--- config.mk ---
export PLATFORM = sky130hd
export DESIGN_NAME = fir_sym_tdm
export DESIGN_NICKNAME = d
export VERILOG_FILES = /design/src/rtl/fir_sym_tdm.sv
export SDC_FILE = /design/constraint.sdc
export NUM_CORES = 1
export LEC_CHECK = 0
export ABC_AREA = 1
export BUFFER_PORTS_ARGS = -buffer_cell sky130_fd_sc_hd__buf_2
export CORE_MARGIN = 3
export CORE_UTILIZATION = 45
export DETAILED_ROUTE_END_ITERATION = 10
export SYNTH_ARGS = -nofsm -noshare
export SYNTH_HDL_FRONTEND = slang
export SYNTH_SLANG_ARGS = --single-unit
--- constraint.sdc ---
create_clock -name clk -period 14 [get_ports clk]
set_clock_uncertainty 0.15 [all_clocks]
set_input_delay 0.7 -clock clk [delete_from_list [all_inputs] [get_ports clk]]
set_output_delay 0.7 -clock clk [all_outputs]
set_load 0.05 [all_outputs]
--- src/rtl/fir_sym_tdm.sv ---
// Symmetric (linear-phase) time-multiplexed FIR: one pre-adder and one MAC fold the
// N_TAPS-long delay line into N_TAPS/2 products, then round, saturate and register.
module fir_sym_tdm #(
   parameter int WIDTH_DATA = 8,
   parameter int WIDTH_COEF = 8,
   parameter int N_TAPS     = 16,
   parameter int WIDTH_OUT  = 8,
   parameter int SHIFT      = 7
) (
   input  logic                                clk,
   input  logic                                rst,
   input  logic                                in_valid,
   output logic                                in_ready,
   input  logic signed [WIDTH_DATA-1:0]        din,
   input  logic                                coef_we,
   input  logic        [$clog2(N_TAPS/2)-1:0]  coef_addr,
   input  logic signed [WIDTH_COEF-1:0]        coef_data,
   output logic                                out_valid,
   output logic signed [WIDTH_OUT-1:0]         dout,
   output logic                                busy,
   output logic        [1:0]                   state_dbg
);

   localparam int HALF    = N_TAPS / 2;
   localparam int AW      = $clog2(HALF);
   localparam int XW      = $clog2(N_TAPS);
   localparam int WPRE    = WIDTH_DATA + 1;
   localparam int WPROD   = WPRE + WIDTH_COEF;
   localparam int WACC    = WPROD + $clog2(HALF);
   localparam int WSUM    = WACC + 1;
   localparam int RND_POS = (SHIFT > 0) ? SHIFT - 1 : 0;

   localparam logic        [WSUM-1:0] RND_V = (SHIFT > 0) ? (WSUM'(1) << RND_POS) : '0;
   localparam logic signed [WSUM-1:0] OMAX  = {{(WSUM-WIDTH_OUT+1){1'b0}}, {(WIDTH_OUT-1){1'b1}}};
   localparam logic signed [WSUM-1:0] OMIN  = ~OMAX;

   typedef enum logic [1:0] {
      IDLE = 2'd0,
      MAC  = 2'd1,
      OUT  = 2'd2
   } state_t;

   state_t                        state_q, state_d;
   logic        [AW-1:0]          k_q, k_d;
   logic signed [WACC-1:0]        acc_q, acc_d;
   logic signed [WIDTH_DATA-1:0]  x_q [N_TAPS];
   logic signed [WIDTH_COEF-1:0]  c_q [HALF];
   logic signed [WIDTH_OUT-1:0]   dout_q, dout_d;
   logic                          out_valid_q, out_valid_d;
   logic                          shift_en, coef_wr;

   logic signed [WIDTH_DATA-1:0]  x_near, x_far;
   logic signed [WPRE-1:0]        pre;
   logic signed [WPROD-1:0]       prod;
   logic signed [WSUM-1:0]        sum_r, shr;
   logic signed [WIDTH_OUT-1:0]   sat;

   // Tap k and its mirror N_TAPS-1-k share coefficient c[k], so they are summed first.
   always_comb begin
      x_near = x_q[XW'(k_q)];
      x_far  = x_q[XW'(N_TAPS - 1) - XW'(k_q)];
      pre    = WPRE'(x_near) + WPRE'(x_far);
      prod   = WPROD'(pre) * WPROD'(c_q[k_q]);
      sum_r  = WSUM'(acc_q) + RND_V;
      shr    = sum_r >>> SHIFT;
      if (shr > OMAX) begin
         sat = WIDTH_OUT'(OMAX);
      end else if (shr < OMIN) begin
         sat = WIDTH_OUT'(OMIN);
      end else begin
         sat = WIDTH_OUT'(shr);
      end
   end

   // Input handshake: a sample transfers on a rising edge where in_valid && in_ready;
   // in_ready is high exactly in IDLE and the source holds din/in_valid until then.
   always_comb begin
      state_d     = state_q;
      k_d         = k_q;
      acc_d       = acc_q;
      dout_d      = dout_q;
      out_valid_d = 1'b0;
      shift_en    = 1'b0;
      coef_wr     = 1'b0;
      case (state_q)
         IDLE: begin
            coef_wr = coef_we;
            if (in_valid) begin
               shift_en = 1'b1;
               acc_d    = '0;
               k_d      = '0;
               state_d  = MAC;
            end
         end
         MAC: begin
            acc_d = acc_q + WACC'(prod);
            k_d   = k_q + AW'(1);
            if (k_q == AW'(HALF - 1)) begin
               state_d = OUT;
            end
         end
         OUT: begin
            dout_d      = sat;
            out_valid_d = 1'b1;
            state_d     = IDLE;
         end
         default: begin
            state_d = IDLE;
         end
      endcase
   end

   always_ff @(posedge clk) begin
      if (rst) begin
         state_q     <= IDLE;
         k_q         <= '0;
         acc_q       <= '0;
         dout_q      <= '0;
         out_valid_q <= 1'b0;
         for (int i = 0; i < N_TAPS; i++) x_q[i] <= '0;
         for (int i = 0; i < HALF; i++) c_q[i] <= '0;
      end else begin
         state_q     <= state_d;
         k_q         <= k_d;
         acc_q       <= acc_d;
         dout_q      <= dout_d;
         out_valid_q <= out_valid_d;
         if (shift_en) begin
            x_q[0] <= din;
            for (int i = 1; i < N_TAPS; i++) x_q[i] <= x_q[i-1];
         end
         if (coef_wr) begin
            c_q[coef_addr] <= coef_data;
         end
      end
   end

   assign in_ready  = (state_q == IDLE);
   assign busy      = (state_q != IDLE);
   assign out_valid = out_valid_q;
   assign dout      = dout_q;
   assign state_dbg = state_q;

endmodule

Word level (Yosys, flattened, before mapping)
Memories as Yosys holds them, arrays and structs flattened. A register that Yosys moved wholly into a read port is not among the register bits.
Cells that the tools add are included.
{"block": "word_totals", "reg_bits": 34, "mem_count": 2, "output_inout_bits": 13, "elab_cells": 86, "ram_bits": 192}
{"name": "x_q", "words": 16, "width": 8, "read_ports": 17, "rd_ports_with_merged_regs": 1, "wr": 16, "line": "46", "source": "logic signed [WIDTH_DATA-1:0] x_q [N_TAPS];"}
{"name": "c_q", "words": 8, "width": 8, "read_ports": 1, "rd_ports_with_merged_regs": 1, "wr": 8, "line": "47", "source": "logic signed [WIDTH_COEF-1:0] c_q [HALF];"}
{"block": "op_classes", "eq_ne": 5, "mux": 44, "bitwise": 16, "addsub": 5, "n_lt_le_gt_ge": 2, "mul": 1, "n_reduce_logical": 6}
{"op": "two-way mux 8 bit", "n": 19}
{"op": "case mux 20 bit (2 select lines)", "n": 1}
{"op": "adder 20 x 8 -> 21 bit, second input constant", "n": 1}
{"op": "adder 20 x 17 -> 20 bit", "n": 1}
{"op": "two-way mux 20 bit", "n": 1}
{"op": "multiplier 9 x 8 -> 17 bit", "n": 1}
{"op": "bitwise OR 1 bit", "n": 16}
{"op": "greater-than comparator 14 x 8 -> 1 bit, second input constant", "n": 1}
{"op": "less-than comparator 14 x 8 -> 1 bit, second input constant", "n": 1}
{"op": "two-way mux 1 bit", "n": 13}
{"op": "two-way mux 3 bit", "n": 4}
{"op": "adder 8 x 8 -> 9 bit", "n": 1}
{"op": "two-way mux 4 bit", "n": 2}
{"op": "OR reduction 8 bit", "n": 1}
{"op": "case mux 3 bit (2 select lines)", "n": 1}
{"op": "two-way mux 2 bit", "n": 2}
{"op": "inequality test 2 bit, second input constant", "n": 2}
{"op": "case mux 2 bit (2 select lines)", "n": 1}
{"op": "AND reduction 2 bit", "n": 2}
{"op": "nonzero test 2 bit", "n": 2}
{"op": "subtractor 4 x 3 -> 4 bit, first input constant", "n": 1}
{"op": "adder 3 x 1 -> 3 bit, second input constant", "n": 1}
{"op": "equality test 3 bit, second input constant", "n": 1}
{"op": "equality test 2 x 1 -> 1 bit, second input constant", "n": 1}
{"op": "2 further kinds", "n": 2}

Depth between registers and ports, before layout
Gate-level depths: netlist (run 1).
{"block": "depth", "ltp_word": 7, "depth_mapped": 38, "ltp_nobuf": 34}

Least setup slack after synthesis (run 1)
Ideal clock, no wire load.
{"block": "synth_timing", "path_type": "reg2reg", "start": "register state_q[0], in the netlist state_dbg[0]", "end": "memory x_q[0][0] (enable)", "path_slack_ns": 2.159, "setup_ns": 0.793, "synth_period_minus_slack_ns": 11.841, "t_required_ns": 13.057, "n_path_buf": 0, "t_arrival_ns": 10.898, "stages_incl_launch_ff": 4, "path_cell_list": "dfxtp_1 -> nor2_1 -> inv_1 -> o21ai_0"}
{"item": "start: declaration", "line": "43", "source": "state_t state_q, state_d;"}
{"item": "start signal: assignment", "line": "123", "source": "state_q <= state_d;"}
{"item": "end: declaration", "line": "46"}

==> summary.md, run 1 <==
| Metric | Value |
|---|---|
| Fraction of synthesis flops using an asynchronous set or reset pin | `0%` |
| DRC violation count after routing | `0` |
| Mapped Area | `approximately 0.015 mm²` |
| Most area-consuming cells after synthesis | `edfxtp_1, fa_1, inv_1` |
| GR Layer Usage met1 | `about 28%` |
| Most frequent cells after synthesis | `inv_1, nor2_1, nand2_1, edfxtp_1, a21oi_1` |
| Fin Setup TNS | `0 ns` |
| Wire length of the first global-routing pass | `around 54 mm` |
| Transition at the pin with the smallest max-transition slack | `1.14 ns` |
| Vias post-DR | `10,597` |
| Clock Pin Slew Worst Setup and Hold Paths | `around 0.070 ns` |
| Buffer cell driving the clock tree root | `clkbuf_16` |
| Initial antenna violation count | `0` |
| Hold crit path type | `register to register` |
| Total iterations of the first detailed-routing run | `5` |
| Kind of start point of the critical path | `register` |
| Highest net fanout along the worst path | `73` |
| Global router's overall resource usage | `between 10% and 20%` |
| Post-CTS Hold Fix Bufs | `0` |
| Area overhead of the layout relative to synthesis | `9.77%` |
| Met2 track demand over resource | `a little under a third` |
| Result of the run | `finished, final reports clean` |
| Average wire per cell in the routed design | `between 15 and 20 µm` |
| Most frequently used cell type in the post-synthesis netlist | `inv_1` |
| Number of enable-type register cells in the synthesized netlist | `about 190` |
| Dominant synthesized flop cell | `edfxtp_1` |
| Capture instance of the worst register-to-register path | `acc_q[12]` |
| Longest individual stage delay on the worst path | `a little under 0.9 ns` |
| Hold Path Stages | `2` |
| Clock H-tree levels | `1` |
| Minimum clock period after layout | `approximately 8.2 ns` |
| Avg Synthesized Cell Area | `8.89 µm²` |
| Global route overflow | `0` |
| Complex-gate fraction of the synthesized area | `a little under a tenth` |
| Clock latency reported for the late side of the worst-skew pair | `~0.53 ns` |
| Largest family of logic cells by synthesized area | `simple AND/OR/NAND/NOR gates` |
| Global-route layer with the greatest usage | `met2` |
| Initial DRC Count | `730` |
| Grt met3 use | `2.61%` |
| Master of the slowest instance on the critical path | `nor2_1` |
| Endpoint type of the worst setup path | `register` |
| Via count of the first global-routing pass | `about 11,000` |
| Clock net sink count | `229` |
| Post-Route WL | `32.0 mm` |
| Half-perimeter wire length of the detailed placement result | `between 20 and 25 mm` |
| Number of warnings issued by yosys | `0` |
| GP Congestion | `0.900` |
| Via count normalized by instance count | `about 5.0` |
| Cell type contributing the most total cell area after synthesis | `edfxtp_1` |
| Number of routed nets with antenna violations | `0` |
| Critical Path End | `acc_q[12]` |
| Setup Viol. Count Final | `0` |
| Gate count after technology mapping | `1,643` |
| Floorplan die area | `between 0.03 and 0.04 mm²` |
| CTS tree | `done` |
| RSZ-0062 raised after global routing | `false` |
| Flop-to-flop setup slack | `just under 6 ns` |
| Final-report hold violation count | `0` |
| Inserted Diodes | `0` |
| Final-stage net count | `around 1,800` |
| Core Rows | `between 60 and 70` |
| Worst Reg2Reg Path Length in Cells | `28` |
| Post-synthesis share of cell area spent on and, or, nand and nor gates | `18.1%` |
| Largest net degree at the start of global routing | `82` |
| Type of the setup path with the least slack | `register to register` |
| # Post-CTS Setup Buffers | `0` |
| Count of input and output buffers | `35` |
| Core outline area | `between 0.03 and 0.04 mm²` |
| Worst path required time | `14.22 ns` |
| Fraction of final layout cells sized beyond drive strength 1 | `roughly 6.6%` |
| Highest achievable clock rate | `0.122 GHz` |
| Multiplexer share of the synthesized area | `0%` |
| Number of buffers added by the clock tree synthesis step | `25` |
| Number of top-level pins | `36` |
| Critical Path AT | `8.39 ns` |
| Area share of the largest cell type after synthesis | `~39%` |
| Share of synthesized cell area in full adder, half adder and majority cells | `between 10% and 20%` |
| Max-cap violations | `0` |
| Initial core utilization | `a little under half` |
| Clock Path Buffers | `3` |
| Most prevalent standard cell on the critical path | `fa_1` |
| Distinct cells, synth | `43` |
| Max Transition Viols Final | `0` |
| Number of register bits inferred by synthesis | `around 230` |
| Area share of xor/xnor cells in the synthesized design | `less than 1%` |
| Floorplan die height | `186 µm` |
| Syn_nets | `1,815` |
| Post-CTS sizing | `0` |
| Slew headroom | `23.7%` |
| Portion of the post-synthesis area used by sequential elements | `between 40% and 50%` |
| Share of the cycle needed by the critical path after routing | `between 50% and 60%` |
| Horiz. Die Dim | `approximately 190 µm` |
cell families after synthesis:
| logic type | Yosys count |
|---|---|
| DFF | 229 |
| AOI/OAI and AO/OA | 234 |
| xor gates and xnor gates | 13 |
| adders and majority gates | 149 |
| and+or+nand+nor | 655 |
| buffers and inverters | 363 |
layout by cell type (no fill, tap or decap), types with 35 or more instances in the layout:
cell,count
a21oi_1,100
nand2_1,273
inv_1,300
edfxtp_1,192
dfxtp_1,36
o21ai_0,63
buf_2,35
fa_1,91
nand3_1,43
nor2_1,299
ha_1,58
worst max-delay path, delay by kind of cell (launching register included):
kind                       cells  cell delay (ns)
adders and majority gates      8             3.27
DFF                            1             0.31
buffers and inverters          4             1.25
and+or+nand+nor                8             1.74
AOI/OAI and AO/OA              8             1.24
sequential cells by signal, summed over array words and instances (netlist names), named ones only:
register and flops:
dout 8, state_dbg 2, k_q 3, acc_q 20, x_q 128, c_q 64
out_valid 1
metrics by stage:
| stage | util (%) | instances | hold WS, ns | setup slack [ns] | area (µm²) |
|---|---|---|---|---|---|
| detailed placement | 47.7 | 2066 | 0.314 | 5.88 | 15200 |
| global placement | 47.7 | 2066 | 0.317 | 6.04 | 15200 |
| finish | 50.4 | 2111 | 0.322 | 5.83 | 16000 |
| floorplan | - | 1643 | 0.315 | 2.16 | 14600 |
| global route | 50.4 | 2111 | 0.320 | 5.16 | 16000 |
| CTS | 50.4 | 2111 | 0.315 | 5.84 | 16000 |
area by class of cell:
type / count / area [µm²]
flip-flops and latches: 229 / 6510
inverters: 306 / 1150
well taps: 435 / 544
multi-input cells: 1051 / 6710
repair buffers: 45 / 250
clock inverters: 10 / 145
fillers: 3034 / 15800
clock buffers: 35 / 724
metal layers:
metal	vias up	share of wire, %
met3	46	5.2
met4	0	2.5
met5	-	0
met2	243	44
li1	5292	-
met1	5016	48
worst min-delay path by stage:
| stage | from | end | slack [ns] |
|---|---|---|---|
| floorplan | acc_q[1] | acc_q[1] | 0.32 |
| global placement | dout[7] | dout[7] | 0.32 |
| detailed placement | dout[7] | dout[7] | 0.31 |
| CTS | din[6] | x_q[0][6] | 0.32 |
| global route | din[6] | x_q[0][6] | 0.32 |
| finish | dout[7] | dout[7] | 0.32 |
Power of run 1 is not shown: default switching activity piles up to over one toggle a cycle in this logic, so the estimate is an artifact.
==> inputs of run 2 (changes only) <==
--- a/config.mk
+++ b/config.mk
@@ -5,7 +5,7 @@
 export SDC_FILE = /design/constraint.sdc
 export NUM_CORES = 1
 export LEC_CHECK = 0
-export ABC_AREA = 1
+export ABC_AREA = 0
 export BUFFER_PORTS_ARGS = -buffer_cell sky130_fd_sc_hd__buf_2
 export CORE_MARGIN = 3
 export CORE_UTILIZATION = 45
==> constraint.sdc (replaced) <==
create_clock -name clk -period 7.8 [get_ports clk]
set_clock_uncertainty 0.15 [all_clocks]
set_input_delay 0.39 -clock clk [delete_from_list [all_inputs] [get_ports clk]]
set_output_delay 0.39 -clock clk [all_outputs]
set_load 0.05 [all_outputs]
==> summary.md, run 2 <==
| Metric | Value |
|---|---|
| Worst Reg2Reg Path Length in Cells | `27 (-3.6%)` |
| Initial antenna violation count | `1 (+1)` |
| Initial core utilization | `45.9% (about the same)` |
| Most frequently used cell type in the post-synthesis netlist | `edfxtp_1` |
| Global router's overall resource usage | `17.7% (-1.6 points)` |
| Area of the multi-input gates | `0.00723 mm² (+7.7%)` |
| Type of the setup path with the least slack | `register to register` |
| Clock H-tree levels | `1 (unchanged)` |
| Share of the cycle needed by the critical path after routing | `96.0% (+38 points)` |
| Core Rows | `64 (-1.5%)` |
| Most common cell after layout, fill and taps aside | `edfxtp_1` |
| CTS tree | `done` |
| Share of synthesized cell area in full adder, half adder and majority cells | `18.0% (+0.61 points)` |
| Worst vdd ir | `between 0.0004 and 0.0005 V` |
| Critical register-to-register path startpoint | `k_q[0]` |
| Clock Pin Slew Worst Setup and Hold Paths | `0.06 ns (about the same)` |
| Post-synthesis share of cell area spent on and, or, nand and nor gates | `15.1% (-3.0 points)` |
| GR Layer Usage met1 | `26.1% (-2.0 points)` |
| Half-perimeter wire length of the detailed placement result | `20.5 mm (-11%)` |
| Most frequent cells after synthesis | `edfxtp_1, inv_1, fa_1, and3_1, nor2_1` |
| Setup Viol. Count Final | `0 (unchanged)` |
| Inserted Diodes | `0 (unchanged)` |
| Buffer cell driving the clock tree root | `clkbuf_16` |
| Floorplan die area | `0.0335 mm² (-3.3%)` |
| GP Congestion | `0.851 (-5.5%)` |
| Mapped Area | `0.0141 mm² (-3.4%)` |
| Number of routed nets with antenna violations | `0 (unchanged)` |
| Number of warnings issued by yosys | `0 (unchanged)` |
| Cell type contributing the most total cell area after synthesis | `edfxtp_1` |
| Number of flip-flops in the largest register | `128 (unchanged)` |
| Final-report hold violation count | `0 (unchanged)` |
| Distinct cells, synth | `63 (+47%)` |
| Register with the most flip-flops | `x_q` |
| Syn_nets | `1,283 (-29%)` |
| Minimum clock period after layout | `7.49 ns (-0.684 ns)` |
| Number of register bits inferred by synthesis | `229 (unchanged)` |
| Fraction of final layout cells sized beyond drive strength 1 | `18.8% (+12 points)` |
| Global-route layer with the greatest usage | `met2` |
| Average wire per cell in the routed design | `18.3 µm (+21%)` |
| Min-delay src | `din[6]` |
| Area overhead of the layout relative to synthesis | `13.0%` |
| Global route overflow | `0 (unchanged)` |
| Highest-count cells in the layout ignoring fill and taps | `edfxtp_1, inv_1, fa_1, and3_1, nor2_1` |
| Worst hold margin | `0.0259 ns (-0.296 ns)` |
| Hold Crit Endpoint | `x_q[0][6]` |
| Filler Cells Inserted | `2,712 (-11%)` |
| Max-cap violations | `0 (unchanged)` |
| Largest family of logic cells by synthesized area | `adder cells` |
| Area share of xor/xnor cells in the synthesized design | `2.17% (+1.4 points)` |
| Highest net fanout along the worst path | `9 (-88%)` |
| Critical Path AT | `7.75 ns (-0.64 ns)` |
| Endpoint type of the worst setup path | `register` |
| Vias post-DR | `8,481 (-20%)` |
| Number of top-level pins | `36 (unchanged)` |
| Result of the run | `finished, final reports clean` |
| Overall Power | `approximately 7.2 mW` |
| Hold crit path type | `primary input to register` |
| LEAKAGE | `6.78 nW` |
| Via count normalized by instance count | `5.34 (+6.3%)` |
| Post-Route WL | `29.0 mm (-9.2%)` |
| Fin Setup TNS | `0 ns (unchanged)` |
| Grt met3 use | `2.30% (-0.31 points)` |
| Capture instance of the worst register-to-register path | `acc_q[19]` |
| Clock net sink count | `229 (unchanged)` |
| Gate count after technology mapping | `1,111 (-32%)` |
| Via count of the first global-routing pass | `8,785 (-17%)` |
| Floorplan die height | `183 µm (-1.6%)` |
| Count of input and output buffers | `35 (unchanged)` |
| Portion of the post-synthesis area used by sequential elements | `46.1% (+1.5 points)` |
| DRC violation count after routing | `0 (unchanged)` |
| Complex-gate fraction of the synthesized area | `4.94% (-4.5 points)` |
| Avg Synthesized Cell Area | `12.7 µm² (+43%)` |
| Most area-consuming cells after synthesis | `edfxtp_1, fa_1, mux4_2` |
| Core outline area | `0.0307 mm² (-3.3%)` |
| Hold Path Stages | `2 (unchanged)` |
| Area share of the largest cell type after synthesis | `40.8% (+1.4 points)` |
| Largest registers | `x_q x128, c_q x64, acc_q x20` |
| Flop-to-flop setup slack | `0.31 ns (-5.52 ns)` |
| Largest net degree at the start of global routing | `84 (+2.4%)` |
| Clock latency reported for the late side of the worst-skew pair | `0.52 ns (about the same)` |
| Number of buffers added by the clock tree synthesis step | `26 (+4.0%)` |
| Final-stage net count | `1,346 (-26%)` |
| Kind of start point of the critical path | `register` |
| Highest achievable clock rate | `0.133 GHz (+9.1%)` |
| Slew headroom | `20.3% (-3.4 points)` |
| Worst path required time | `8.06 ns (-6.16 ns)` |
| Total iterations of the first detailed-routing run | `7 (+2)` |
| Power per Cell Area | `about 450 mW/mm²` |
| Multiplexer share of the synthesized area | `9.59% (+9.6 points)` |
| Met2 track demand over resource | `28.7% (-2.3 points)` |
| Transition at the pin with the smallest max-transition slack | `1.19 ns (+0.0503 ns)` |
| Number of enable-type register cells in the synthesized netlist | `192 (unchanged)` |
| Wire length of the first global-routing pass | `47.8 mm (-11%)` |
| Initial DRC Count | `540 (-26%)` |
| Fraction of synthesis flops using an asynchronous set or reset pin | `0% (unchanged)` |
| Horiz. Die Dim | `183 µm (-1.6%)` |
| Dominant synthesized flop cell | `edfxtp_1` |
| Max Transition Viols Final | `0 (unchanged)` |
| Storage element area | `0.00651 mm² (about the same)` |
| Clock Path Buffers | `3 (unchanged)` |
run 2: kinds of logic after synthesis:
family / count (synthesis)
compound gates: 96
simple gates: 384
mux: 73
buf+inv: 145
flops: 229
xor+xnor: 35
fa+ha+maj: 149
run 2: per-stage QoR:
stage / cells / util [%] / instance area [µm²] / setup WS [ns]
after floorplan: 1111 / - / 14100 / 0.00329
after global placement: 1532 / 48.4 / 14900 / 0.197
after detailed placement: 1532 / 48.4 / 14900 / 0.110
after CTS: 1581 / 51.1 / 15700 / 0.0780
after global routing: 1589 / 51.9 / 16000 / -0.00929
final: 1589 / 51.9 / 16000 / 0.309
run 2: where the power goes:
part	switching, mW	total, mW	internal [mW]	leakage, nW
Sequential	0.0735	1.52	1.44	2.35
Combinational	2.38	4.51	2.13	4.05
Clock	0.470	1.14	0.674	0.382
Total	2.92	7.17	4.24	6.78
run 2: what timing repair did:
action                                  in CTS  in global routing
buffers inserted                             0                  8
hold buffers                                 2                  0
resized for setup                            0                 30
endpoints found under the setup margin       0                  5
endpoints found under the hold margin        2                  0
run 2: layout make-up:
class	instances	area share, %
Clock buffer	38	4.56
Inverter	99	2.33
Clock inverter	9	0.416
Sequential cell	229	40.8
Timing Repair Buffer	81	3.44
Multi-Input combinational cell	737	45.3
Tap cell	396	3.11
run 2: how the worst max path moves through the flow:
stage | from | endpoint | slack, ns | depth (start not counted)
2_1_floorplan | k_q[0] | acc_q[19] | 0.003 | 27
3_5_place_dp | register | acc_q[19] | 0.11 | 24
5_1_grt | k_q[0] | acc_q[19] | -0.009 | 26
4_1_cts | k_q[0] | acc_q[19] | 0.08 | 24
3_3_place_gp | register | acc_q[19] | 0.20 | 23
6_report | k_q[0] | acc_q[19] | 0.31 | 27
run 2: worst max-delay path, cell delays in order (launching register included):
cell and delay [ns]:
dfxtp_2 0.35, buf_12 0.13, mux4_2 0.49, mux2_2 0.29
ha_1 0.21, fa_1 0.40, a21o_1 0.19, a21oi_2 0.16
o21bai_1 0.09, a21oi_2 0.28, a21o_1 0.29, buf_4 0.15
and2_4 0.17, inv_1 0.06, fa_1 0.49, inv_1 0.05
fa_1 0.51, fa_1 0.44, fa_1 0.49, ha_1 0.35
ha_4 0.31, o211a_1 0.15, nor3_2 0.06, a2111oi_4 0.35
o211ai_1 0.16, and3_1 0.21, o211a_1 0.20, a211o_1 0.21
run 2: routing by layer:
metal  wire length (µm)  part of all wire (%)
met3               1100                   3.8
met4                581                   2.0
met2              13400                    46
met1              13900                    48
met5                 13                 0.045
Power figures use the tool's default switching activity.
==> inputs of run 3 (changes only) <==
==> constraint.sdc (replaced) <==
create_clock -name clk -period 6.9 [get_ports clk]
set_clock_uncertainty 0.15 [all_clocks]
set_input_delay 0.345 -clock clk [delete_from_list [all_inputs] [get_ports clk]]
set_output_delay 0.345 -clock clk [all_outputs]
set_load 0.05 [all_outputs]
==> summary.md, run 3 (same netlist as run 2, synthesis figures left out) <==
| Metric | Value |
|---|---|
| Result of the run | `finished with violations` |
| Violated checks | `setup timing` |
| Largest registers | `x_q x128, c_q x64, acc_q x20` |
| Largest net degree at the start of global routing | `84 (unchanged)` |
| Buffer cell driving the clock tree root | `clkbuf_16` |
| Hold crit path type | `primary input to register` |
| Average wire per cell in the routed design | `17.9 µm (-2.1%)` |
| Clock Pin Slew Worst Setup and Hold Paths | `0.06 ns (about the same)` |
| Inserted Diodes | `0 (unchanged)` |
| Clock Path Buffers | `3 (unchanged)` |
| Via count normalized by instance count | `5.20 (-2.6%)` |
| RSZ-0062 raised after global routing | `true` |
| Endpoint type of the worst setup path | `register` |
| Core Rows | `64 (unchanged)` |
| Clock H-tree levels | `1 (unchanged)` |
| Core outline area | `0.0307 mm² (unchanged)` |
| Critical register-to-register path startpoint | `k_q[0]` |
| Filler Cells Inserted | `2,580 (-4.9%)` |
| Highest achievable clock rate | `0.141 GHz (+5.5%)` |
| Count of input and output buffers | `35 (unchanged)` |
| Final-stage net count | `1,427 (+6.0%)` |
| DRC violation count after routing | `0 (unchanged)` |
| Floorplan die height | `183 µm (unchanged)` |
| Transition at the pin with the smallest max-transition slack | `1.20 ns (+0.00687 ns)` |
| Minimum clock period after layout | `7.10 ns (-0.387 ns)` |
| Total iterations of the first detailed-routing run | `5 (-2)` |
| Via count of the first global-routing pass | `9,231 (+5.1%)` |
| Global router's overall resource usage | `18.4% (+0.67 points)` |
| Min setup slack post-route | `-0.204 ns (-0.513 ns)` |
| Highest net fanout along the worst path | `6 (-3)` |
| Register with the most flip-flops | `x_q` |
| Hold Path Stages | `2 (unchanged)` |
| Initial core utilization | `45.9% (unchanged)` |
| Horiz. Die Dim | `183 µm (unchanged)` |
| Number of flip-flops in the largest register | `128 (unchanged)` |
| CTS tree | `done` |
| Critical Path AT | `7.38 ns (-0.37 ns)` |
| Hold Crit Endpoint | `c_q[1][3]` |
| Worst hold margin | `0.0242 ns (-0.00170 ns)` |
| Number of buffers added by the clock tree synthesis step | `26 (unchanged)` |
| Worst Reg2Reg Path Length in Cells | `25 (-7.4%)` |
| Max Transition Viols Final | `0 (unchanged)` |
| Area overhead of the layout relative to synthesis | `21.0%` |
| Type of the setup path with the least slack | `register to register` |
| Clock latency reported for the late side of the worst-skew pair | `0.55 ns (+0.03 ns)` |
| Min-delay src | `coef_data[3]` |
| Kind of start point of the critical path | `register` |
| Slew headroom | `19.8% (-0.46 points)` |
| Final-report hold violation count | `0 (unchanged)` |
| Initial DRC Count | `471 (-13%)` |
| Flop-to-flop setup slack | `-0.20 ns (-0.51 ns)` |
| Share of the cycle needed by the critical path after routing | `103% (+6.9 points)` |
| Most common cell after layout, fill and taps aside | `edfxtp_1` |
| Worst path required time | `7.17 ns (-0.89 ns)` |
| Number of top-level pins | `36 (unchanged)` |
| Vias post-DR | `8,689 (+2.5%)` |
| Wire length of the first global-routing pass | `49.6 mm (+3.8%)` |
| Global route overflow | `0 (unchanged)` |
| Setup Viol. Count Final | `7 (+7)` |
| Highest-count cells in the layout ignoring fill and taps | `edfxtp_1, buf_4, inv_1, fa_1, and3_1` |
| Number of routed nets with antenna violations | `0 (unchanged)` |
| Post-Route WL | `29.9 mm (+3.0%)` |
| Max-cap violations | `0 (unchanged)` |
| Half-perimeter wire length of the detailed placement result | `21.3 mm (+3.8%)` |
| Fraction of the core area covered by cells at the end of the flow | `55.5% (+3.7 points)` |
| GP Congestion | `0.844 (-0.83%)` |
| Worst slack, placed | `-0.377 ns (-0.487 ns)` |
| Clock net sink count | `229 (unchanged)` |
| Floorplan die area | `0.0335 mm² (unchanged)` |
| Fraction of final layout cells sized beyond drive strength 1 | `27.6% (+8.8 points)` |
| Initial antenna violation count | `0 (-1)` |
| Capture instance of the worst register-to-register path | `acc_q[19]` |
run 3: cell count changes in the layout (fill, tap and decap cells not counted), sizes merged:
cell         delta
clkinv          +1
inv             +1
buf            +74
dlygate4sd3     +7
clkinvlp        -1
run 3: stage by stage:
stage | setup TNS [ns] | instance area [µm²] | instances
floorplan | -0.936 | 14400 | 1111
global placement | -0.844 | 15600 | 1600
detailed placement | -1.20 | 15600 | 1600
CTS | -1.01 | 16700 | 1659
global route | -2.86 | 17100 | 1671
finish | -0.659 | 17100 | 1671
run 3: routing by layer:
metal	vias up	routed length [µm]	GRT usage, %
li1	4217	-	-
met1	4289	14300	27.1
met2	139	13900	29.2
met3	44	984	2.44
met4	0	680	4.78
met5	-	0	0
run 3: what timing repair did:
action	4_1_cts	5_1_grt
hold buffers	9	0
buffers inserted	2	13
resized for setup	23	50
pin swaps	11	42
endpoints found under the hold margin	13	0
setup endpoints to repair	7	11
run 3: how the worst max path moves through the flow:
stage | startpoint | to | depth (start not counted)
2_1_floorplan | register | acc_q[19] | 28
3_3_place_gp | k_q[0] | acc_q[19] | 24
3_5_place_dp | k_q[0] | acc_q[19] | 24
4_1_cts | register | acc_q[19] | 24
5_1_grt | k_q[0] | acc_q[19] | 25
6_report | k_q[0] | acc_q[19] | 25
run 3: worst max-delay path: stages, from the launching register on:
cell,delay (ns)
dfxtp_2,0.34
buf_6,0.13
mux4_2,0.51
mux2_4,0.30
ha_4,0.17
fa_2,0.38
a21o_1,0.17
a21oi_2,0.14
o21bai_1,0.09
a21oi_2,0.20
buf_6,0.15
xnor2_4,0.13
nand2_2,0.07
fa_1,0.51
inv_1,0.05
fa_1,0.46
fa_1,0.49
fa_1,0.54
fa_2,0.45
ha_4,0.29
o211ai_1,0.16
a2111oi_4,0.36
o211ai_1,0.14
and3_1,0.17
o211a_1,0.20
a211o_1,0.22
run 3: area by class of cell:
cell class	instances	area (µm²)	area share, %
Clock buffer	38	726	4.25
Multi-Input combinational cell	737	7620	44.6
Inverter	99	374	2.19
Clock inverter	10	110	0.645
Timing Repair Buffer	162	1240	7.28
Tap cell	396	495	2.90
Sequential cell	229	6510	38.1
Power of run 3 is left out for the same reason.
